File: config.mk
export PLATFORM = sky130hd
export DESIGN_NAME = cpu_sequencer
export DESIGN_NICKNAME = d
export VERILOG_FILES = /design/src/rtl/cpu_rtl_pkg.sv /design/src/rtl/cpu_seq_decode.sv /design/src/rtl/cpu_sequencer.sv
export SDC_FILE = /design/constraint.sdc
export NUM_CORES = 1
export LEC_CHECK = 0
export CAP_MARGIN = 25
export CORE_AREA = 2 2 39 41
export DETAILED_ROUTE_END_ITERATION = 10
export DIE_AREA = 0 0 41 43
export SYNTH_ARGS = -nofsm -noshare
export SYNTH_HDL_FRONTEND = slang
export SYNTH_SLANG_ARGS = --single-unit
File: constraint.sdc
create_clock -name clk -period 3.2 [get_ports clk]
set_input_delay 0.48 -clock clk [delete_from_list [all_inputs] [get_ports clk]]
set_output_delay 0.48 -clock clk [all_outputs]
set_load 0.03 [all_outputs]
File: src/rtl/cpu_rtl_pkg.sv
// rtl/cpu_rtl_pkg.sv - opcode and phase types shared by the accumulator CPU sequencer
package cpu_rtl_pkg;

    typedef enum logic [2:0] {
        HLT = 3'd0,
        SKZ = 3'd1,
        ADD = 3'd2,
        AND = 3'd3,
        XOR = 3'd4,
        LDA = 3'd5,
        STO = 3'd6,
        JMP = 3'd7
    } opcode_t;

    typedef enum logic [2:0] {
        INST_ADDR  = 3'd0,
        INST_FETCH = 3'd1,
        INST_LOAD  = 3'd2,
        IDLE       = 3'd3,
        OP_ADDR    = 3'd4,
        OP_FETCH   = 3'd5,
        ALU_OP     = 3'd6,
        STORE      = 3'd7
    } state_t;

    // Opcodes that read an operand and write the accumulator; anything else is a NOP here.
    function automatic logic is_aluop(input opcode_t op);
        case (op)
            ADD, AND, XOR, LDA: is_aluop = 1'b1;
            default:            is_aluop = 1'b0;
        endcase
    endfunction

endpackage

File: src/rtl/cpu_seq_decode.sv
// rtl/cpu_seq_decode.sv - combinational phase/opcode/zero to datapath strobe decode
module cpu_seq_decode
    import cpu_rtl_pkg::*;
(
    input  logic [2:0] phase,
    input  logic [2:0] opcode,
    input  logic       zero,
    input  logic       en,
    output logic       mem_rd,
    output logic       mem_wr,
    output logic       load_ir,
    output logic       load_ac,
    output logic       inc_pc,
    output logic       load_pc
);

    logic alu;
    logic is_skz;
    logic is_jmp;
    logic is_sto;

    // Equality via case so an unknown opcode falls through to "no match" instead of X.
    always_comb begin
        is_skz = 1'b0;
        is_jmp = 1'b0;
        is_sto = 1'b0;
        case (opcode_t'(opcode))
            SKZ:     is_skz = 1'b1;
            JMP:     is_jmp = 1'b1;
            STO:     is_sto = 1'b1;
            default: ;
        endcase
        alu = is_aluop(opcode_t'(opcode));
    end

    always_comb begin
        mem_rd  = 1'b0;
        mem_wr  = 1'b0;
        load_ir = 1'b0;
        load_ac = 1'b0;
        inc_pc  = 1'b0;
        load_pc = 1'b0;
        if (en) begin
            case (state_t'(phase))
                INST_ADDR: ;
                INST_FETCH: mem_rd = 1'b1;
                INST_LOAD, IDLE: begin
                    mem_rd  = 1'b1;
                    load_ir = 1'b1;
                end
                OP_ADDR: inc_pc = 1'b1;
                OP_FETCH: mem_rd = alu;
                ALU_OP: begin
                    mem_rd  = alu;
                    load_ac = alu;
                    inc_pc  = is_skz & zero;
                    load_pc = is_jmp;
                end
                STORE: begin
                    mem_rd  = alu;
                    load_ac = alu;
                    inc_pc  = is_jmp;
                    load_pc = is_jmp;
                    mem_wr  = is_sto;
                end
                default: ;
            endcase
        end
    end

endmodule

File: src/rtl/cpu_sequencer.sv
// rtl/cpu_sequencer.sv - 8-phase CPU control sequencer with sticky halt; CPU_SEQ_INSTR_CNT_EN adds instr_cnt
module cpu_sequencer
    import cpu_rtl_pkg::*;
#(
    parameter int CNT_W = 16
)
(
    input  logic       clk,
    input  logic       rst,
    input  logic [2:0] opcode,
    input  logic       zero,
    input  logic       go,
    output logic       mem_rd,
    output logic       mem_wr,
    output logic       load_ir,
    output logic       load_ac,
    output logic       inc_pc,
    output logic       load_pc,
    output logic       halt,
    output logic [2:0] phase
`ifdef CPU_SEQ_INSTR_CNT_EN
    ,
    output logic [CNT_W-1:0] instr_cnt
`endif
);

    state_t phase_q;
    logic   halted;

    always_ff @(posedge clk) begin
        if (rst) begin
            phase_q <= INST_ADDR;
            halted  <= 1'b0;
        end else if (halted) begin
            // Resume skips the operand fetch, so the HLT instruction retires as a NOP.
            if (go) begin
                halted  <= 1'b0;
                phase_q <= ALU_OP;
            end
        end else if (phase_q == OP_ADDR && opcode == 3'(HLT)) begin
            halted  <= 1'b1;
            phase_q <= OP_FETCH;
        end else begin
            phase_q <= state_t'(phase_q + 3'd1);
        end
    end

`ifdef CPU_SEQ_INSTR_CNT_EN
    logic [CNT_W-1:0] cnt_q;

    always_ff @(posedge clk) begin
        if (rst) begin
            cnt_q <= '0;
        end else if (!halted && phase_q == STORE) begin
            cnt_q <= cnt_q + CNT_W'(1);
        end
    end

    assign instr_cnt = cnt_q;
`endif

    // Strobes stay low during a reset cycle even though phase_q has not yet been cleared.
    cpu_seq_decode u_decode (
        .phase   (phase_q),
        .opcode  (opcode),
        .zero    (zero),
        .en      (!rst && !halted),
        .mem_rd  (mem_rd),
        .mem_wr  (mem_wr),
        .load_ir (load_ir),
        .load_ac (load_ac),
        .inc_pc  (inc_pc),
        .load_pc (load_pc)
    );

    assign halt  = halted;
    assign phase = phase_q;

endmodule

# After elaboration in Yosys (flattened, before gate mapping)

Cells that the tools add are included.

Bits in registers: 4
Output and inout port bits: 10
Input port bits: 7

Equality and inequality tests: 15
Mux-type cells: 22
Add/sub/neg operators: 1
Bitwise operators: 1
Reduce and logical (&&, ||, !) cells: 10

Operators by type and width:

| cell                                                                  | count |
|---|---|
| 3-bit equality test, second input constant                            | 8 |
| 1-bit 2-to-1 mux                                                      | 17 |
| 3-bit by 2-bit equality test with 1-bit output, second input constant | 4 |
| 3-bit 2-to-1 mux                                                      | 3 |
| 3-bit by 1-bit equality test with 1-bit output, second input constant | 2 |
| 3-bit OR reduction                                                    | 2 |
| 2-bit OR reduction                                                    | 2 |
| 4-bit OR reduction                                                    | 1 |
| 3-bit by 1-bit adder with 3-bit output, second input constant         | 1 |
| 3-bit zero test                                                       | 1 |
| 1-bit one-hot mux with 3 select lines                                 | 1 |
| 1-bit logical AND                                                     | 2 |
| 1-bit zero test                                                       | 2 |
| 2-bit inequality test, second input constant                          | 1 |
| 1-bit one-hot mux with 2 select lines                                 | 1 |
| 1-bit AND                                                             | 1 |

# Logic depth before layout (Yosys ltp)

Word-level depth: 5
Depth in mapped cells: 5

# By module

Synthesis repeated with hierarchy kept, for this count alone.

Cells, all modules: 39
Area total of the unflattened synthesis: 316.6 um2

Modules (own cells, without submodules):

| module         | cells an instance | instances | sequential area each (um2) | area each (um2) |
|---|---|---|---|---|
| cpu_sequencer  | 24                | 1         | 80.1                       | 230.2 |
| cpu_seq_decode | 15                | 1         | 0.0                        | 86.3 |

# Worst setup path before layout

OpenSTA, ideal clock, no wires.

Path kind: register -> output
Start point: reg phase_q[1], in the netlist phase[1]
End point: out mem_wr
Setup slack: 1.017 ns
Cell stages (with the launch flop): 5
Arrival time: 1.703 ns
Cells stage by stage: dfxtp_1 -> ha_1 -> ha_1 -> nand3_1 -> nor3_1

Word-level cells in the longest chain between the ends: 3

Ends and longest elaborated chain:

| what                   | RTL line             | text |
|---|---|---|
| from (decl)            | cpu_sequencer.sv:27  | `state_t phase_q;` |
| from (signal assigned) | cpu_sequencer.sv:44  | `phase_q <= state_t'(phase_q + 3'd1);` |
| 3-bit equality test    | cpu_seq_decode.sv:44 | `case (state_t'(phase))` |
| 1-bit 2-to-1 mux       | cpu_seq_decode.sv:44 |  |
| 1-bit 2-to-1 mux       | cpu_seq_decode.sv:43 | `if (en) begin` |
| to (decl)              | cpu_sequencer.sv:14  | `output logic mem_wr,` |

No other way between the ends.

# Worst setup path after layout

Start point: reg phase_q[0], in the netlist phase[0]
End point: out mem_rd

Word-level cells in the longest chain between the ends: 4
Elaborated cells between the ends (all ways): 10
Classes of those cells: 6 x eq/ne; 2 x mux; 2 x reduce/logical

Ends and longest elaborated chain:

| what                                        | RTL line             | text |
|---|---|---|
| 3-bit equality test (tied with other cells) | cpu_seq_decode.sv:44 |  |
| 3-bit OR reduction (no line)                | n/a                  |  |
| 1-bit one-hot mux with 2 select lines *     | cpu_seq_decode.sv:44 |  |
| 1-bit 2-to-1 mux *                          | cpu_seq_decode.sv:43 |  |
| to (decl)                                   | cpu_sequencer.sv:13  | `output logic mem_rd,` |

Every way passes the cells marked *; elsewhere a longest branch is shown, timed or not.

==> impl_metrics.toml <==
[global_routing]
grt_pass1_wl_um = 1380
grt_max_degree = 8
first_global_vias = 368
grt_overflow = 0
antenna_found_initial = 0
grt_usage_pct = 11.3

[clock_network]
cts_buffers = 3
cts_tree = "yes"
hold_buffers = 0
h-tree-depth = 1
root_buffer = "clkbuf_4"
cts_resized = 0
clk_latency_ns = 0.23
cts.sink_count = 4
post-cts-setup-buffers = 0
clock_path_buffers = 2
clkTransAtPathRegs_ns = 0.03

[worst_hold_path]
hold_start = "phase[0]$_SDFFE_PP0P_"
worstHoldEndpoint = "phase[0]$_SDFFE_PP0P_"
whs_path_depth = 1
hold_class = "register to register"

[timing]
slew_headroom_pct = 80.3
finalHoldViolations = 0
slew_violations = 0
max_freq_mhz = 381
tns_ns = 0
fin_crit_ns = 2.62
fin_skew_ns = 0.000997
rsz0062_at_grt = "no"
setup_violations = 0
tightest_slew_ns = 0.291
min_period_over_period_pct = 82.0

[yosys]
syn_avg_cell_area_sq_um = 7.67
ys_types = 20
yosys_warnings = 0
mappedNetlistArea_sq_um = 360
synth.ff_latch_count = 4
syn_nets = 60
ys_seq_area_share_pct = 22.2
syn_inst = 47

[placement]
port_buffers = 16
dp_cells = 79
dpl.hpwl_um = 735
gp_congestion = 0.739

[final_layout]
antenna_cells = 0
stdcell_count = 82
num-nets-final = 81
syn2layout_area_growth_pct = 56.2
layout_common_cells = "clkdlybuf4s50_1, nor2_1, ha_1"
drive_gt1_share_pct = 6.06
mostFrequentLayoutCell = "clkdlybuf4s50_1"
seqCellArea_sq_um = 80.1
multi_input_area_sq_um = 262
fillCellCount = 147

[worst_setup_path]
startpoint_type = "register"
cp.required_ns = 2.72
r2r-start = "phase[0]$_SDFFE_PP0P_"
worstReg2RegEnd = "phase[2]$_SDFFE_PP0P_"
crit_fanout = 5
reg2reg_slack_ns = 1.68
crit_arrival_ns = 2.14
path_class = "register to output port"
r2r_cells = 5
critPathCaptureType = "output port"

[floorplanning]
coreArea_sq_um = 1380
fp.dieH_um = 43
die_area_sq_um = 1760
ioPinCount = 17
die_x_um = 41
row_count = 14
start_util_pct = 26.0

[outcome]
outcome = "finished clean"

[route]
wl_met3_um = 64
vias = 407
routed_wl_um = 864
wl_met1_um = 405
viasPerCell = 4.96
wl_met2_um = 394
drc = 0
drtPass1Iterations = 2
drtAntennaViolNets = 0
maxUsedRoutingLayer = "met3"
drt_first_iter_violations = 10
wl_per_cell_um = 10.5

[power]
p_per_area_nw_per_um2 = 331
max-vdd-ir-drop_mv = 0.163
p_leak_uw = 0.000225

[job]
max-cap-violations = 0
-- cells by family after synthesis --
family	Yosys count	share of synthesized area [%]
fa+ha+maj	6	20.8
flops	4	22.2
xor+xnor	1	2.43
compound gates	10	20.1
simple gates	21	29.2
buf+inv	5	5.21
-- worst max-delay path, stage by stage (launching register included) --
cell	delay [ns]
dfxtp_1	0.34
ha_1	0.24
ha_1	0.23
o41ai_1	0.37
o22ai_1	0.14
clkdlybuf4s50_1	0.61
-- state kept, by name, indices dropped and copies added, names as in the netlist --
signal and count:
phase 3, halt 1
-- power breakdown --
part           total, uW  internal, uW  leakage [uW]  switching, uW
Sequential          59.3          54.0     0.0000329           5.26
Clock               59.4          41.7     0.0000138           17.7
Combinational       67.5          31.1      0.000178           36.4
-- worst max-delay path by stage --
| stage | from | end | slack [ns] |
|---|---|---|---|
| after floorplan | phase[1]$_SDFFE_PP0P_ | mem_wr | 1.02 |
| after global placement | rst | mem_rd | 0.61 |
| after detailed placement | rst | mem_rd | 0.60 |
| after CTS | phase[0]$_SDFFE_PP0P_ | mem_rd | 0.55 |
| after global routing | phase[0]$_SDFFE_PP0P_ | mem_rd | 0.46 |
| final | phase[0]$_SDFFE_PP0P_ | mem_rd | 0.58 |
-- area by class of cell --
| type | instances | share of cell area, % |
|---|---|---|
| inverters | 5 | 3.33 |
| multi-input cells | 38 | 46.4 |
| clock buffers | 3 | 4.00 |
| repair buffers | 16 | 28.4 |
| well taps | 16 | 3.56 |
| flip-flops and latches | 4 | 14.2 |
-- per-stage QoR --
step	hold slack, ns	power [uW]	instance area [sq um]	setup WS [ns]	utilization [%]
3_3_place_gp	0.572	128	541	0.613	39.1
5_1_grt	0.600	200	563	0.459	40.7
2_1_floorplan	0.552	97.1	360	1.02	-
4_1_cts	0.566	192	563	0.553	40.7
6_report	0.556	186	563	0.575	40.7
3_5_place_dp	0.561	128	541	0.598	39.1
-- cell usage after synthesis --
cell | number | share of area, %
a311oi_1 | 2 | 4.9
xnor2_1 | 1 | 2.4
ha_1 | 6 | 21
nand4_1 | 2 | 3.5
nor2b_1 | 1 | 1.7
o21a_1 | 1 | 2.1
a41o_1 | 1 | 2.8
and2_1 | 1 | 1.7
nand3_1 | 2 | 2.8
nor2_1 | 8 | 8.3
nand2_1 | 2 | 2.1
o22ai_1 | 2 | 3.5
o41ai_1 | 1 | 2.4
o21ai_0 | 2 | 2.8
dfxtp_1 | 4 | 22
nand2b_1 | 1 | 1.7
or4_4 | 1 | 3.1
inv_1 | 5 | 5.2
nor3_1 | 3 | 4.2
a31oi_1 | 1 | 1.7
-- metal layers --
| metal | vias to the layer above | global-route usage [%] |
|---|---|---|
| met5 | - | 0 |
| met1 | 184 | 14.1 |
| met4 | 0 | 8.00 |
| li1 | 210 | - |
| met2 | 13 | 16.9 |
| met3 | 0 | 1.57 |
(Power assumes the default switching activity.)
